$ cat config.mk
export PLATFORM = sky130hd
export DESIGN_NAME = exit_gate_controller_flat
export DESIGN_NICKNAME = d
export VERILOG_FILES = /design/src/rtl/exit_gate_controller_if.sv /design/src/rtl/exit_gate_controller.sv /design/src/flat_wrapper.sv
export SDC_FILE = /design/constraint.sdc
export NUM_CORES = 1
export LEC_CHECK = 0
export BUFFER_PORTS_ARGS = -buffer_cell sky130_fd_sc_hd__buf_2
export CAP_MARGIN = 20
export CORE_AREA = 2 2 39 41
export CTS_BUF_LIST = sky130_fd_sc_hd__clkbuf_4
export CTS_CLUSTER_SIZE = 28
export DETAILED_ROUTE_END_ITERATION = 16
export DIE_AREA = 0 0 41 43
export GPL_ROUTABILITY_DRIVEN = 1
export PLACE_DENSITY = 0.73
export SKIP_CTS_REPAIR_TIMING = 1
export SLEW_MARGIN = 20
export SYNTH_ARGS = -nofsm -noshare
export SYNTH_HDL_FRONTEND = slang
export SYNTH_SLANG_ARGS = --single-unit
$ cat constraint.sdc
create_clock -name clk -period 1.6 [get_ports clk]
set_clock_uncertainty 0.15 [all_clocks]
set_input_delay 0.16 -clock clk [delete_from_list [all_inputs] [get_ports clk]]
set_output_delay 0.16 -clock clk [all_outputs]
set_load 0.02 [all_outputs]
$ cat src/rtl/exit_gate_controller_if.sv
// Exit gate request/sensor inputs and barrier/occupancy outputs.
// The controller uses the slave modport; the request/sensor side uses master.
interface exit_gate_controller_if;
  logic       exit_req;
  logic       car_passed;
  logic [7:0] parking_capacity;
  logic       gate_open;
  logic       capacity_inc;
  logic       exit_denied;
  logic       exit_timeout;
  logic       busy;

  modport master (
    output exit_req,
    output car_passed,
    output parking_capacity,
    input  gate_open,
    input  capacity_inc,
    input  exit_denied,
    input  exit_timeout,
    input  busy
  );

  modport slave (
    input  exit_req,
    input  car_passed,
    input  parking_capacity,
    output gate_open,
    output capacity_inc,
    output exit_denied,
    output exit_timeout,
    output busy
  );
endinterface

$ cat src/rtl/exit_gate_controller.sv
// Exit barrier controller: serves one exit request per assertion, opens the gate,
// and reports a released space, a denial (lot empty) or a sensor timeout.
module exit_gate_controller #(
  parameter logic [7:0]  TOTAL_SPACES = 8'd200,
  parameter int unsigned OPEN_CYCLES  = 16
) (
  input  logic                  clk,
  input  logic                  reset,
  exit_gate_controller_if.slave bus
);

  localparam int unsigned TIMER_W = $clog2(OPEN_CYCLES + 1);

  typedef enum logic [1:0] {
    IDLE,
    OPEN,
    HOLD
  } state_e;

  state_e               state_q, state_d;
  logic [TIMER_W-1:0]   timer_q, timer_d;
  logic                 gate_open_q, gate_open_d;
  logic                 capacity_inc_q, capacity_inc_d;
  logic                 exit_denied_q, exit_denied_d;
  logic                 exit_timeout_q, exit_timeout_d;
  logic                 busy_q, busy_d;

  always_ff @(posedge clk or posedge reset) begin
    if (reset) begin
      state_q        <= IDLE;
      timer_q        <= '0;
      gate_open_q    <= 1'b0;
      capacity_inc_q <= 1'b0;
      exit_denied_q  <= 1'b0;
      exit_timeout_q <= 1'b0;
      busy_q         <= 1'b0;
    end else begin
      state_q        <= state_d;
      timer_q        <= timer_d;
      gate_open_q    <= gate_open_d;
      capacity_inc_q <= capacity_inc_d;
      exit_denied_q  <= exit_denied_d;
      exit_timeout_q <= exit_timeout_d;
      busy_q         <= busy_d;
    end
  end

  // Capacity is only looked at on the request cycle; the sensor only matters while open.
  always_comb begin
    state_d        = state_q;
    timer_d        = timer_q;
    capacity_inc_d = 1'b0;
    exit_denied_d  = 1'b0;
    exit_timeout_d = 1'b0;

    case (state_q)
      IDLE: begin
        if (bus.exit_req) begin
          if (bus.parking_capacity < TOTAL_SPACES) begin
            state_d = OPEN;
            timer_d = TIMER_W'(OPEN_CYCLES - 1);
          end else begin
            state_d       = HOLD;
            exit_denied_d = 1'b1;
          end
        end
      end
      OPEN: begin
        if (bus.car_passed) begin
          state_d        = HOLD;
          timer_d        = '0;
          capacity_inc_d = 1'b1;
        end else if (timer_q == '0) begin
          state_d        = HOLD;
          exit_timeout_d = 1'b1;
        end else begin
          timer_d = timer_q - TIMER_W'(1);
        end
      end
      HOLD: begin
        if (!bus.exit_req) begin
          state_d = IDLE;
        end
      end
      default: begin
        state_d = IDLE;
        timer_d = '0;
      end
    endcase

    gate_open_d = (state_d == OPEN);
    busy_d      = (state_d != IDLE);
  end

  assign bus.gate_open    = gate_open_q;
  assign bus.capacity_inc = capacity_inc_q;
  assign bus.exit_denied  = exit_denied_q;
  assign bus.exit_timeout = exit_timeout_q;
  assign bus.busy         = busy_q;

endmodule

$ cat src/flat_wrapper.sv
// flat-port wrapper written by rule: the top's interface ports become plain ports
module exit_gate_controller_flat 
#(
  parameter logic [7:0]  TOTAL_SPACES = 8'd200,
  parameter int unsigned OPEN_CYCLES  = 16
)
  (clk, reset, bus_exit_req, bus_car_passed, bus_parking_capacity, bus_gate_open, bus_capacity_inc, bus_exit_denied, bus_exit_timeout, bus_busy);
  exit_gate_controller_if bus_i ();
  input  logic clk;
  input  logic reset;
  input wire logic [$bits(bus_i.exit_req)-1:0] bus_exit_req;
  input wire logic [$bits(bus_i.car_passed)-1:0] bus_car_passed;
  input wire logic [$bits(bus_i.parking_capacity)-1:0] bus_parking_capacity;
  output wire logic [$bits(bus_i.gate_open)-1:0] bus_gate_open;
  output wire logic [$bits(bus_i.capacity_inc)-1:0] bus_capacity_inc;
  output wire logic [$bits(bus_i.exit_denied)-1:0] bus_exit_denied;
  output wire logic [$bits(bus_i.exit_timeout)-1:0] bus_exit_timeout;
  output wire logic [$bits(bus_i.busy)-1:0] bus_busy;
  assign bus_i.exit_req = bus_exit_req;
  assign bus_i.car_passed = bus_car_passed;
  assign bus_i.parking_capacity = bus_parking_capacity;
  assign bus_gate_open = bus_i.gate_open;
  assign bus_capacity_inc = bus_i.capacity_inc;
  assign bus_exit_denied = bus_i.exit_denied;
  assign bus_exit_timeout = bus_i.exit_timeout;
  assign bus_busy = bus_i.busy;
  exit_gate_controller #(.TOTAL_SPACES(TOTAL_SPACES), .OPEN_CYCLES(OPEN_CYCLES)) u_core (.clk(clk), .reset(reset), .bus(bus_i));
endmodule
==> out/qor.csv <==
metric;value;unit
status;finished, violations left;
violations;negative setup slack;
cts_tree;built;
holdPathStages;3;
ys_warn_count;0;
remaining_drc_errors;0;
cts.path.max_buffers;2;
finalCritPeriodShare;1.061;
grt_usage;0.1695;
crit_required;1.63;ns
drive_gt1_frac;0.4471;
fin_ws;-0.09731;ns
rsz0062_at_grt;yes;
clock.fmax;0.5892;GHz
cts_root_buffer;clkbuf_4;
grt_pass1_wl;1959;µm
yosysTopAreaCellShare;0.5085;
hp-class;input port to register;
drt_wl_total;1300;µm
n_antenna_cell;0;
grt_max_degree;13;
antenna_found_initial;0;
peakVddDrop;0.7301;mV
tightestPinTransition;0.5250;ns
num_rows;14;
synth_top_area_cell;dfrtp_1;
cp-start-kind;register;
crit_path_max_fanout;3;
numCtsBuffers;3;
dp.cells;93;
r2r-start;u_core.timer_q[0];
synth_edf_count;0;
hold_start;bus_car_passed;
r2r_setup_slack;-0.1;ns
slew-limit-headroom;0.6456;
dpl_cell_area;729.5;µm²
grt-ovfl-total;0;
tns;-0.1509;ns
final_area;833.3;µm²
instances_no_fill;101;
ys_seq_area_frac;0.5085;
power.density;1637;nW/µm²
core-area;1384;µm²
arrival;1.73;ns
syn_to_final_growth;41.10;%
ys.flop_type;dfrtp_1;
crit_path_end_kind;register;
hold_violations;0;
dr.pass1.iters;4;
grt_pass1_vias;515;
dieArea;1763;µm²
first_iter_violations;13;
io_buffers;13;
drv_slew;0;
syn-num-nets;71;
cts.clk_slew.worst_paths;0.08;ns
pre_cts_slack;-0.09229;ns
ys_top_cells_by_area;dfrtp_1 (51%), nor2_1 (5.1%), o21ai_0 (4.2%);
post-route-util;0.6022;
dpl.hpwl;970.7;µm
whs_endpoint;u_core.bus.capacity_inc;
start_util;0.4268;
synth.most_common_cell;dfrtp_1;
whs;0.01592;ns
htreeDepth;1;
ant_nets;0;
setup_viol;4;
num_vias;531;
async_reset_ff_frac;1.000;
rr_worst_depth;7;
postSynthCellCount;58;
cts.sinks;12;
fillers;111;
period_needed;1.697;ns
place.gp.congestion;0.7792;
synth_common_cells;dfrtp_1 (12), nor2_1 (8), inv_1 (5), o21ai_0 (5);
die_w;41;µm
ioPinCount;17;
synth_cell_types;26;
wl_per_cell;12.87;µm
die_y;43;µm
crit_type;register to register;
synthesis.area;590.6;µm²
leakage;0.4006;nW
clk_latency;0.27;ns
viasPerCell;5.257;
p_total;1.364;mW
syn-mean-instance-area;10.18;µm²
final_nets;99;
maxCapViolCount;0;
synth_seq_cells;12;
worst_r2r_endpoint;u_core.timer_q[3];
placed cells by master (no fill, tap or decap), drive strengths merged, types with 2 or more instances in the layout:
cell type / count
mux2i: 2
clkbuf: 3
nand2: 3
buf: 24
o21ai: 5
nor2: 8
nand2b: 3
a21oi: 2
dfrtp: 12
nor4b: 2
inv: 5
state kept, by name, indices dropped and copies added, names as in the netlist:
| register | cells |
|---|---|
| u_core.bus.exit_denied | 1 |
| u_core.bus.exit_timeout | 1 |
| u_core.bus.gate_open | 1 |
| u_core.bus.capacity_inc | 1 |
| u_core.bus.busy | 1 |
| u_core.state_q | 2 |
| u_core.timer_q | 5 |
kinds of logic (layout without fill, tap and decap cells):
logic type | Yosys count | in the layout | synth area share
compound gates | 14 | 14 | 0.1716
flops | 12 | 12 | 0.5085
fa+ha+maj | 1 | 1 | 0.02118
buf+inv | 7 | 34 | 0.04660
simple gates | 22 | 22 | 0.2182
mux | 2 | 2 | 0.03390
how the worst max path moves through the flow:
stage	from	endpoint	cells past startpoint
after floorplan	u_core.timer_q[0]	u_core.timer_q[2]	6
after global placement	u_core.timer_q[0]	u_core.timer_q[3]	7
after detailed placement	u_core.timer_q[0]	u_core.timer_q[3]	7
after CTS	u_core.timer_q[0]	u_core.timer_q[3]	7
after global routing	u_core.timer_q[0]	u_core.timer_q[3]	7
final	u_core.timer_q[0]	u_core.timer_q[3]	7
metal layers:
layer / global-route usage / wire [µm] / vias up
met3: 0.03141 / 45 / 6
met2: 0.2750 / 662 / 14
li1: - / - / 265
met4: 0.1333 / 52 / 0
met5: 0 / 0 / -
met1: 0.1767 / 539 / 246
critical path, cell delays in order (launching register included):
cell     delay, ns
dfrtp_1       0.39
inv_2         0.06
ha_4          0.15
nor4b_4       0.12
buf_4         0.14
nor4b_2       0.27
a21oi_1       0.08
o32ai_2       0.24
where the power goes:
group | switching (mW) | internal (mW) | leakage [nW] | total, mW
Combinational | 0.323 | 0.348 | 0.236 | 0.671
Sequential | 0.0947 | 0.407 | 0.150 | 0.502
Clock | 0.101 | 0.0903 | 0.0154 | 0.191
final cells by class:
cell class	instances	area [µm²]	share of cell area
Clock buffer	3	22.52	0.02703
Clock inverter	1	3.754	0.004505
Multi-Input combinational cell	39	310.3	0.3724
Inverter	5	18.77	0.02252
Tap cell	16	20.02	0.02402
Timing Repair Buffer	25	157.7	0.1892
Sequential cell	12	300.3	0.3604
Power figures use the tool's default switching activity.
